[src/rtl/leve_arb_pkg.sv]
// leve_arb_pkg: shared types and constants for the AXI read arbiter
`ifndef XLEN
`define XLEN 32
`endif
package leve_arb_pkg;
  typedef enum logic [1:0] {IDLE, ADDR, DATA} arb_state_t;
  localparam int ARB_N = 2;
  localparam int REQ_IF = 0;
  localparam int REQ_LD = 1;
endpackage

[src/rtl/AXIR.sv]
// AXIR: AXI read address/data channel bundle with initiator and target views
`ifndef XLEN
`define XLEN 32
`endif
interface AXIR;
  logic             ARVALID;
  logic             ARREADY;
  logic [`XLEN-1:0] ARADDR;
  logic             RVALID;
  logic             RREADY;
  logic [`XLEN-1:0] RDATA;
  logic [1:0]       RRESP;
  logic             RLAST;
  modport init (output ARVALID, ARADDR, RREADY, input ARREADY, RVALID, RDATA, RRESP, RLAST);
  modport target (input ARVALID, ARADDR, RREADY, output ARREADY, RVALID, RDATA, RRESP, RLAST);
endinterface

[src/rtl/leve_arb_pick.sv]
// leve_arb_pick: one-hot winner select; LEVE_ARB_RR_EN gives round-robin, else requester 1 wins ties
module leve_arb_pick
  import leve_arb_pkg::*;
(
  input  logic [ARB_N-1:0] req,
`ifdef LEVE_ARB_RR_EN
  input  logic             last,
`endif
  output logic [ARB_N-1:0] win
);
`ifdef LEVE_ARB_RR_EN
  assign win = &req ? (last ? 2'b01 : 2'b10) : req;
`else
  assign win = req[REQ_LD] ? 2'b10 : req;
`endif
endmodule

[src/rtl/leve_axir_arb.sv]
// leve_axir_arb: two-requester single-outstanding AXI read arbiter; LEVE_ARB_RR_EN selects round-robin
module leve_axir_arb
  import leve_arb_pkg::*;
(
  input  logic             CLK,
  input  logic             RSTn,
  AXIR.target              RII0,
  AXIR.target              RII1,
  AXIR.init                RIO,
  output logic [ARB_N-1:0] GRANT,
  output logic             BUSY
);
  arb_state_t state_q, state_d;
  logic [ARB_N-1:0] grant_q, grant_d, req, win;
  logic in_addr, in_data, own_arvalid, r_done;
`ifdef LEVE_ARB_RR_EN
  logic last_q, last_d;
`endif
  assign req = {RII1.ARVALID, RII0.ARVALID};
  leve_arb_pick u_pick (
    .req (req),
`ifdef LEVE_ARB_RR_EN
    .last(last_q),
`endif
    .win (win)
  );
  assign in_addr     = state_q == ADDR;
  assign in_data     = state_q == DATA;
  assign own_arvalid = grant_q[REQ_LD] ? RII1.ARVALID : RII0.ARVALID;
  assign RIO.ARVALID = in_addr & own_arvalid;
  assign RIO.ARADDR  = grant_q[REQ_LD] ? RII1.ARADDR : RII0.ARADDR;
  assign RIO.RREADY  = in_data & (grant_q[REQ_LD] ? RII1.RREADY : RII0.RREADY);
  assign RII0.ARREADY = in_addr & grant_q[REQ_IF] & RIO.ARREADY;
  assign RII1.ARREADY = in_addr & grant_q[REQ_LD] & RIO.ARREADY;
  assign RII0.RVALID  = in_data & grant_q[REQ_IF] & RIO.RVALID;
  assign RII1.RVALID  = in_data & grant_q[REQ_LD] & RIO.RVALID;
  assign RII0.RDATA   = RIO.RDATA;
  assign RII1.RDATA   = RIO.RDATA;
  assign RII0.RRESP   = RIO.RRESP;
  assign RII1.RRESP   = RIO.RRESP;
  assign RII0.RLAST   = RIO.RLAST;
  assign RII1.RLAST   = RIO.RLAST;
  assign r_done = in_data & RIO.RVALID & RIO.RREADY & RIO.RLAST;
  assign GRANT  = grant_q;
  assign BUSY   = state_q != IDLE;
  // dropping ARVALID in ADDR is a flush: abandon the grant without a downstream handshake
  always_comb begin
    state_d = state_q;
    grant_d = grant_q;
`ifdef LEVE_ARB_RR_EN
    last_d = last_q;
`endif
    case (state_q)
      IDLE: if (|win) begin
        state_d = ADDR;
        grant_d = win;
`ifdef LEVE_ARB_RR_EN
        last_d = win[REQ_LD];
`endif
      end
      ADDR: if (!own_arvalid) begin
        state_d = IDLE;
        grant_d = '0;
      end else if (RIO.ARREADY) state_d = DATA;
      DATA: if (r_done) begin
        state_d = IDLE;
        grant_d = '0;
      end
      default: begin
        state_d = IDLE;
        grant_d = '0;
      end
    endcase
  end
  always_ff @(posedge CLK or negedge RSTn)
    if (!RSTn) begin
      state_q <= IDLE;
      grant_q <= '0;
`ifdef LEVE_ARB_RR_EN
      last_q <= 1'b1;
`endif
    end else begin
      state_q <= state_d;
      grant_q <= grant_d;
`ifdef LEVE_ARB_RR_EN
      last_q <= last_d;
`endif
    end
endmodule
[src/flat_wrapper.sv]
// flat-port wrapper written by rule: the top's interface ports become plain ports
module leve_axir_arb_flat import leve_arb_pkg::*;
  (CLK, RSTn, GRANT, BUSY, RII0_ARVALID, RII0_ARADDR, RII0_RREADY, RII0_ARREADY, RII0_RVALID, RII0_RDATA, RII0_RRESP, RII0_RLAST, RII1_ARVALID, RII1_ARADDR, RII1_RREADY, RII1_ARREADY, RII1_RVALID, RII1_RDATA, RII1_RRESP, RII1_RLAST, RIO_ARVALID, RIO_ARADDR, RIO_RREADY, RIO_ARREADY, RIO_RVALID, RIO_RDATA, RIO_RRESP, RIO_RLAST);
  AXIR RII0_i ();
  AXIR RII1_i ();
  AXIR RIO_i ();
  input  logic CLK;
  input  logic RSTn;
  output logic [ARB_N-1:0] GRANT;
  output logic BUSY;
  input wire logic [$bits(RII0_i.ARVALID)-1:0] RII0_ARVALID;
  input wire logic [$bits(RII0_i.ARADDR)-1:0] RII0_ARADDR;
  input wire logic [$bits(RII0_i.RREADY)-1:0] RII0_RREADY;
  output wire logic [$bits(RII0_i.ARREADY)-1:0] RII0_ARREADY;
  output wire logic [$bits(RII0_i.RVALID)-1:0] RII0_RVALID;
  output wire logic [$bits(RII0_i.RDATA)-1:0] RII0_RDATA;
  output wire logic [$bits(RII0_i.RRESP)-1:0] RII0_RRESP;
  output wire logic [$bits(RII0_i.RLAST)-1:0] RII0_RLAST;
  input wire logic [$bits(RII1_i.ARVALID)-1:0] RII1_ARVALID;
  input wire logic [$bits(RII1_i.ARADDR)-1:0] RII1_ARADDR;
  input wire logic [$bits(RII1_i.RREADY)-1:0] RII1_RREADY;
  output wire logic [$bits(RII1_i.ARREADY)-1:0] RII1_ARREADY;
  output wire logic [$bits(RII1_i.RVALID)-1:0] RII1_RVALID;
  output wire logic [$bits(RII1_i.RDATA)-1:0] RII1_RDATA;
  output wire logic [$bits(RII1_i.RRESP)-1:0] RII1_RRESP;
  output wire logic [$bits(RII1_i.RLAST)-1:0] RII1_RLAST;
  output wire logic [$bits(RIO_i.ARVALID)-1:0] RIO_ARVALID;
  output wire logic [$bits(RIO_i.ARADDR)-1:0] RIO_ARADDR;
  output wire logic [$bits(RIO_i.RREADY)-1:0] RIO_RREADY;
  input wire logic [$bits(RIO_i.ARREADY)-1:0] RIO_ARREADY;
  input wire logic [$bits(RIO_i.RVALID)-1:0] RIO_RVALID;
  input wire logic [$bits(RIO_i.RDATA)-1:0] RIO_RDATA;
  input wire logic [$bits(RIO_i.RRESP)-1:0] RIO_RRESP;
  input wire logic [$bits(RIO_i.RLAST)-1:0] RIO_RLAST;
  assign RII0_i.ARVALID = RII0_ARVALID;
  assign RII0_i.ARADDR = RII0_ARADDR;
  assign RII0_i.RREADY = RII0_RREADY;
  assign RII0_ARREADY = RII0_i.ARREADY;
  assign RII0_RVALID = RII0_i.RVALID;
  assign RII0_RDATA = RII0_i.RDATA;
  assign RII0_RRESP = RII0_i.RRESP;
  assign RII0_RLAST = RII0_i.RLAST;
  assign RII1_i.ARVALID = RII1_ARVALID;
  assign RII1_i.ARADDR = RII1_ARADDR;
  assign RII1_i.RREADY = RII1_RREADY;
  assign RII1_ARREADY = RII1_i.ARREADY;
  assign RII1_RVALID = RII1_i.RVALID;
  assign RII1_RDATA = RII1_i.RDATA;
  assign RII1_RRESP = RII1_i.RRESP;
  assign RII1_RLAST = RII1_i.RLAST;
  assign RIO_ARVALID = RIO_i.ARVALID;
  assign RIO_ARADDR = RIO_i.ARADDR;
  assign RIO_RREADY = RIO_i.RREADY;
  assign RIO_i.ARREADY = RIO_ARREADY;
  assign RIO_i.RVALID = RIO_RVALID;
  assign RIO_i.RDATA = RIO_RDATA;
  assign RIO_i.RRESP = RIO_RRESP;
  assign RIO_i.RLAST = RIO_RLAST;
  leve_axir_arb u_core (.CLK(CLK), .RSTn(RSTn), .RII0(RII0_i), .RII1(RII1_i), .RIO(RIO_i), .GRANT(GRANT), .BUSY(BUSY));
endmodule
[config.mk]
export PLATFORM = sky130hd
export DESIGN_NAME = leve_axir_arb_flat
export DESIGN_NICKNAME = d
export VERILOG_FILES = /design/src/rtl/leve_arb_pkg.sv /design/src/rtl/AXIR.sv /design/src/rtl/leve_arb_pick.sv /design/src/rtl/leve_axir_arb.sv /design/src/flat_wrapper.sv
export SDC_FILE = /design/constraint.sdc
export NUM_CORES = 1
export LEC_CHECK = 0
export BUFFER_PORTS_ARGS = -buffer_cell sky130_fd_sc_hd__buf_2
export CAP_MARGIN = 10
export CORE_MARGIN = 8
export CORE_UTILIZATION = 25
export DETAILED_ROUTE_END_ITERATION = 12
export HOLD_SLACK_MARGIN = 0.08
export PLACE_DENSITY_LB_ADDON = 0.1
export SYNTH_ARGS = -nofsm -noshare
export SYNTH_HDL_FRONTEND = slang
export SYNTH_SLANG_ARGS = --single-unit
[constraint.sdc]
create_clock -name CLK -period 3.4 [get_ports CLK]
set_clock_uncertainty 0.15 [all_clocks]
set_input_delay 0.34 -clock CLK [delete_from_list [all_inputs] [get_ports CLK]]
set_output_delay 0.34 -clock CLK [all_outputs]
set_load 0.01 [all_outputs]
-- Yosys cells after proc, flatten, opt, wreduce, memory -nomap -nowiden
Cells that the tools add are included.
- equality and inequality tests: 6
- muxes and demuxes: 12
- bitwise logic cells: 13
- reduce and logical (&&, ||, !) cells: 5
- operator list (cell ; count):
    $mux W32 ; 1
    $mux W2 ; 7
    $and A1 B1 Y1 ; 13
    $pmux W2 S3 ; 2
    $reduce_and A3 Y1 ; 2
    $ne A2 B2 Y1 const B ; 2
    $ne A3 B3 Y1 const B ; 1
    $eq A2 B1 Y1 const B ; 1
    $eq A2 B2 Y1 const B ; 1
    $logic_not A2 Y1 ; 1
    $mux W1 ; 2
    $ne A2 B1 Y1 const B ; 1
    $reduce_bool A2 Y1 ; 1
    $reduce_or A2 Y1 ; 1
- register bits after elaboration: 4
- input port bits: 107
- output and inout bits: 111

-- Depth between registers and ports, before layout
Gate-level depths: netlist (run 1).
- word-level depth: 6
- gate-level depth with buffers: 4

-- By module
Synthesis (run 1) repeated with hierarchy kept, for this count alone.
- cell total of the unflattened synthesis: 140
- area total of the unflattened synthesis: 1221.2 µm²
- by module, submodules not included (module ; times used ; cells an instance ; area an instance (µm²) ; sequential area each (µm²)):
    leve_axir_arb ; 1 ; 138 ; 1199.9 ; 100.1
    leve_arb_pick ; 1 ; 2 ; 21.3 ; 0.0

-- Worst setup path after synthesis (run 1)
Ideal clock, no wire load.
- path kind: reg-to-output
- start point: register u_core.grant_q[1] (netlist: u_core.GRANT[1])
- end point: output RIO_ARADDR[0]
- arrival: 1.099 ns
- slack: 1.811 ns
- stages on the path, launching flop included: 4
- buffers on the path: 2
- path through: dfrtp_1 buf_6 clkbuf_8 mux2_2
- longest elaborated chain between the ends: 1
- RTL lines (what ; line ; text):
    from (decl) ; leve_axir_arb.sv:14 ; logic [ARB_N-1:0] grant_q, grant_d, req, win;
    from (signal assigned) ; leve_axir_arb.sv:84 ; grant_q <= grant_d;
    $mux W32 ; leve_axir_arb.sv:31 ; assign RIO.ARADDR = grant_q[REQ_LD] ? RII1.ARADDR : RII0.ARADDR;
    to (decl) ; flat_wrapper.sv:28 ; output wire logic [$bits(RIO_i.ARADDR)-1:0] RIO_ARADDR;
No other way between the ends.

-- Worst setup path in the final report (run 1)
Ends and elaborated chain as after synthesis.

==> run summary, run 1 <==
result of the run -> finished clean
weighted congestion at the end of routability-driven global placement -> 0.8075
cells after synthesis -> 139
total number of clock tree sinks -> 4
total length of routed wires -> 4277 um
LEAKAGE -> 0.7574 nW
critical path peak fanout -> 22
terminus of the critical flop-to-flop path -> u_core.state_q[0]
horizontal die dimension -> 85.93 um
Tot GR Track Use -> 10.74%
core area -> 0.004723 mm^2
top cells by count, synth -> buf_4, mux2_2, nand2_1
y dimension of the die -> 85.93 um
Post-Place Worst Slack -> 1349 ps
number of rows in the core area -> 25
worst path arrival time -> 1750 ps
worst hold start -> RIO_ARREADY
CTS root buf -> clkbuf_8
async set-reset flop share out of synthesis -> 100.0%
number of global-route vias before repair -> 1,138
dominant synthesized flop cell -> dfrtp_1
pin count of the biggest net entering global routing -> 23
Syn Area/Cell -> 8.794 um^2
clock buffers created by TritonCTS -> 3
ports placed on the boundary -> 218
clock slew at reported path FFs -> 30 ps
clock period minus worst slack -> 2245 ps
sum of negative setup slack -> 0 ps
Max IR drop VDD -> 0.1839 mV
worst path setup slack after routing -> 1155 ps
Gates resized, CTS repair -> 0
number of design rule violations left after detail routing -> 0
Final Max Slew Viols -> 0
overflow left after global routing -> 0
portion of the post-synthesis area used by sequential elements -> 8.188%
Die Area -> 0.007383 mm^2
largest cells by area after synthesis -> buf_4, mux2_2, dfrtp_1
Crit path required time -> 2910 ps
share of final-layout standard cells stronger than drive strength 1 -> 83.24%
number of buffers added on ports -> 115
number of hold-slack violations in the final timing report -> 0
worst reg-to-reg setup slack -> 1670 ps
remaining antenna violation count -> 0
average wire length per cell after detail routing -> 16.97 um
number of enable flip-flop cells after synthesis -> 0
Max clock buf depth -> 2
post-layout instance area -> 0.001375 mm^2
Tightest Pin Transition -> 702.7 ps
number of DRC violations after detailed-routing iteration 0 -> 18
net count after synthesis -> 246
initial antenna violation count -> 0
final setup violation count -> 0
FMAX -> 445.5 MHz
total vias in the final route -> 1,029
RSZ-0062 raised after global routing -> false
placed instance area -> 0.001324 mm^2
Starting Density -> 25.88%
count of H-tree levels built during CTS -> 1
number of warnings issued by yosys -> 0
hold path depth -> 3
FF+latch count, synth -> 4
cell area after technology mapping -> 0.001222 mm^2
number of library cell types mapped by synthesis -> 20
CTS tree -> done
global-route wire length before repair -> 6410 um
Area growth, synth to finish -> 12.49%
Detailed Place HPWL -> 3802 um
clock latency reported for the late side of the worst-skew pair -> 210 ps
number of antenna repair diodes -> 0
dominant cell type by area after synthesis -> buf_4
startpoint type of the worst setup path -> flip-flop
dominant cell by count in the synthesized netlist -> buf_4
launch point of the worst reg-to-reg path -> u_core.GRANT[1]
critical setup path kind -> reg -> out
Worst Hold Path EP -> u_core.state_q[1]
Final Util -> 29.11%
final-stage net count -> 294
number of detailed-route iterations in the first pass -> 3
classification of the worst-slack hold path -> in -> reg
final period utilization -> 66.02%
number of cells on the worst reg-to-reg path -> 3
vias per cell -> 4.083
Total Power -> 853.3 uW
total power per unit cell area -> 620.6 mW/mm^2
area share of the leading cell type in the synthesized netlist -> 42.99%
CP endpoint kind -> output port
max_cap viols -> 0
Max-slew headroom -> 53.16%
[worst max-delay path by stage]
stage | startpoint | to | slack [ps] | cells past startpoint
CTS | u_core.GRANT[1] | RIO_ARADDR[0] | 1120 | 3
detailed placement | u_core.GRANT[1] | RIO_ARADDR[0] | 1350 | 3
global route | u_core.GRANT[1] | RIO_ARADDR[20] | 1050 | 3
global placement | u_core.GRANT[1] | RIO_ARADDR[2] | 1400 | 3
floorplan | u_core.GRANT[1] | RIO_ARADDR[0] | 1810 | 3
finish | u_core.GRANT[1] | RIO_ARADDR[0] | 1160 | 3
[per-stage QoR]
stage | hold slack (ps) | cells
floorplan | -105.6 | 139
global placement | -1.705 | 248
detailed placement | -0.9731 | 248
CTS | 277.3 | 252
global route | 278.2 | 252
finish | 278.0 | 252
[flip-flops by register name (all words and copies together), names as in the netlist]
signal / flops
u_core.state_q: 2
u_core.GRANT: 2
[worst max-delay path, stage by stage (launching register included)]
cell and delay [ps]:
dfrtp_1 780, buf_12 250, mux2_2 350, buf_2 150
[report_power, final]
part           internal [mW]  total (mW)  switching (mW)
registers             0.0711       0.138          0.0671
logic                  0.340       0.620           0.279
clock network         0.0751      0.0953          0.0203
total                  0.487       0.853           0.367
[cells by family after synthesis]
kind of cell	after synthesis	synth area share, %
multiplexers	34	31.12
AND/OR/NAND/NOR	18	7.370
AO/OA/AOI/OAI	7	5.425
flip-flops	4	8.189
buffers and inverters	76	47.90
[area by class of cell]
type	count	area, um^2
fillers	509	3348
repair buffers	117	605.6
multi-input cells	59	536.8
flip-flops and latches	4	100.1
well taps	67	83.83
clock buffers	3	41.29
inverters	2	7.507
[repair_timing]
action / in CTS / in global routing
hold buffers: 1 / 0
setup endpoints to repair: 0 / 0
endpoints found under the hold margin: 4 / 0
buffers inserted: 0 / 0
[placed cells by master, fill, tap and decap left out, types with 2 or more instances in the layout]
master	n
nor2_1	4
clkbuf_8	3
mux2i_1	2
nand2_1	5
nor2b_1	3
and3_1	4
inv_1	2
mux2_2	32
buf_2	115
dfrtp_1	4
[routing by layer]
metal	routed length, um	up-vias	part of all wire (%)	track usage (%)
li1	-	490	-	-
met1	1451	427	34	9.792
met2	2090	89	49	19.80
met3	644	23	15	5.349
met4	91	0	2.1	4.140
met5	0	-	0	0
Power figures use the tool's default switching activity.
==> run 2: changes to the inputs <==
==> constraint.sdc (replaced) <==
create_clock -name CLK -period 2.31 [get_ports CLK]
set_clock_uncertainty 0.15 [all_clocks]
set_input_delay 0.231 -clock CLK [delete_from_list [all_inputs] [get_ports CLK]]
set_output_delay 0.231 -clock CLK [all_outputs]
set_load 0.01 [all_outputs]
==> run summary, run 2 (synthesis results as in run 1) <==
most used cells in the layout excluding fill and tap cells -> buf_2, mux2_2, nand2_1
critical setup path kind -> reg -> out
Die Area -> 0.007383 mm^2 (unchanged)
result of the run -> finished clean
number of DRC violations after detailed-routing iteration 0 -> 31 (+13)
LEAKAGE -> 0.7631 nW (+0.75%)
Max IR drop VDD -> 0.2639 mV (+44%)
vias per cell -> 4.189 (+2.6%)
Starting Density -> 25.88% (unchanged)
peak per-stage delay on the critical path -> 410 ps (-370 ps)
Worst Hold Path EP -> u_core.state_q[1]
number of global-route vias before repair -> 1,191 (+4.7%)
Total Power -> 1.269 mW (+49%)
Tot GR Track Use -> 10.88% (+0.14 points)
FMAX -> 540.3 MHz
sum of negative setup slack -> 0 ps (unchanged)
CTS tree -> done
number of antenna repair diodes -> 0 (unchanged)
horizontal die dimension -> 85.93 um (unchanged)
ports placed on the boundary -> 218 (unchanged)
clock network fraction of design power -> 11.7% (+0.5 points)
hold path depth -> 3 (unchanged)
CP max stage cell -> mux2i_1
power dissipated by switching net loads -> 552.4 uW (+51%)
average wire length per cell after detail routing -> 16.89 um (-0.49%)
total length of routed wires -> 4290 um (+0.30%)
total vias in the final route -> 1,064 (+3.4%)
net switching share of the total power -> 43.51% (+0.54 points)
remaining antenna violation count -> 0 (unchanged)
critical path peak fanout -> 16 (-27%)
worst path arrival time -> 1470 ps (-280 ps)
y dimension of the die -> 85.93 um (unchanged)
overflow left after global routing -> 0 (unchanged)
CTS root buf -> clkbuf_8
final period utilization -> 80.13%
Comb power frac -> 75.7% (+3.1 points)
final-stage net count -> 296 (+0.68%)
pin count of the biggest net entering global routing -> 17 (-26%)
share of power burned in registers -> 12.6% (-3.6 points)
final setup violation count -> 0 (unchanged)
share of final-layout standard cells stronger than drive strength 1 -> 83.42% (+0.18 points)
Crit path required time -> 1930 ps (-980 ps)
startpoint type of the worst setup path -> flip-flop
Tightest Pin Transition -> 391.8 ps (-310.8 ps)
Detailed Place HPWL -> 3787 um (-0.41%)
global-route wire length before repair -> 6527 um (+1.8%)
total power per unit cell area -> 921.5 mW/mm^2 (+48%)
internal cell power -> 717.1 uW (+47%)
classification of the worst-slack hold path -> in -> reg
number of cells on the worst reg-to-reg path -> 4 (+1)
most frequent standard cell in the layout excluding fill and tap cells -> buf_2
RSZ-0062 raised after global routing -> false
Final Max Slew Viols -> 0 (unchanged)
worst path setup slack after routing -> 459.1 ps (-696.3 ps)
count of H-tree levels built during CTS -> 1 (unchanged)
clock slew at reported path FFs -> 30 ps (about the same)
total number of clock tree sinks -> 4 (unchanged)
CP endpoint kind -> output port
weighted congestion at the end of routability-driven global placement -> 0.7501 (-7.1%)
CP cell instances -> buf_4, mux2i_1, nor2b_1, buf_2
clock buffers created by TritonCTS -> 3 (unchanged)
clock latency reported for the late side of the worst-skew pair -> 220 ps (about the same)
Max-slew headroom -> 73.13% (+20 points)
number of design rule violations left after detail routing -> 0 (unchanged)
clock period minus worst slack -> 1851 ps
worst reg-to-reg setup slack -> 790 ps (-880 ps)
number of detailed-route iterations in the first pass -> 2 (-1)
Post-Place Worst Slack -> 700.1 ps (-649.3 ps)
launch point of the worst reg-to-reg path -> u_core.GRANT[1]
terminus of the critical flop-to-flop path -> u_core.state_q[0]
number of hold-slack violations in the final timing report -> 0 (unchanged)
worst hold start -> RIO_ARREADY
initial antenna violation count -> 0 (unchanged)
max_cap viols -> 0 (unchanged)
Max clock buf depth -> 2 (unchanged)
Area growth, synth to finish -> 12.69%
number of buffers added on ports -> 115 (unchanged)
number of rows in the core area -> 25 (unchanged)
core area -> 0.004723 mm^2 (unchanged)
Gates resized, CTS repair -> 0 (unchanged)
## run 2: how the worst max path moves through the flow
stage | from | end | slack, ps | cells past startpoint
2_1_floorplan | u_core.GRANT[1] | RIO_ARADDR[0] | 830 | 3
4_1_cts | u_core.GRANT[1] | RIO_ARVALID | 450 | 4
3_3_place_gp | u_core.GRANT[1] | RIO_ARVALID | 740 | 4
5_1_grt | u_core.GRANT[1] | RIO_ARVALID | 380 | 4
3_5_place_dp | u_core.GRANT[1] | RIO_ARVALID | 700 | 4
6_report | u_core.GRANT[1] | RIO_ARVALID | 460 | 4
## run 2: worst max-delay path: cells and delay by family (launching register included)
family / cells / cell delay (ps)
multiplexers: 1 / 410
flip-flops: 1 / 350
AND/OR/NAND/NOR: 1 / 90
buffers and inverters: 2 / 390
## run 2: power by group through the flow
| stage | logic [mW] | registers (mW) | clock network [mW] |
|---|---|---|---|
| detailed placement | 0.981 | 0.160 | 0 |
| global route | 1.05 | 0.167 | 0.156 |
| floorplan | 0.777 | 0.155 | 0 |
| finish | 0.961 | 0.160 | 0.148 |
| global placement | 0.975 | 0.160 | 0 |
| CTS | 0.988 | 0.160 | 0.151 |
## run 2: repair_timing
item                                   in CTS  in global routing
endpoints found under the hold margin       4                  0
hold buffers                                1                  0
setup buffers                               0                  0
## run 2: routing by layer
layer | up-vias | global-route usage, % | wire, um
li1 | 492 | - | -
met1 | 454 | 10.01 | 1427
met2 | 93 | 19.59 | 2093
met3 | 25 | 5.349 | 665
met4 | 0 | 5.096 | 104
met5 | - | 0 | 0
## run 2: final cells by class
| class | instances | area (um^2) |
|---|---|---|
| Fill cell | 536 | 3346 |
| Timing Repair Buffer | 119 | 608.1 |
| Multi-Input combinational cell | 59 | 536.8 |
| Sequential cell | 4 | 100.1 |
| Clock buffer | 3 | 41.29 |
| Tap cell | 67 | 83.83 |
| Inverter | 2 | 7.507 |
## run 2: metrics by stage
stage	cells	utilization [%]	hold WS [ps]	instance area, um^2
2_1_floorplan	139	-	-214.6	1222
3_3_place_gp	250	28.08	-103.9	1326
3_5_place_dp	250	28.08	-105.5	1326
4_1_cts	254	29.17	149.3	1378
5_1_grt	254	29.17	177.9	1378
6_report	254	29.17	150.6	1378
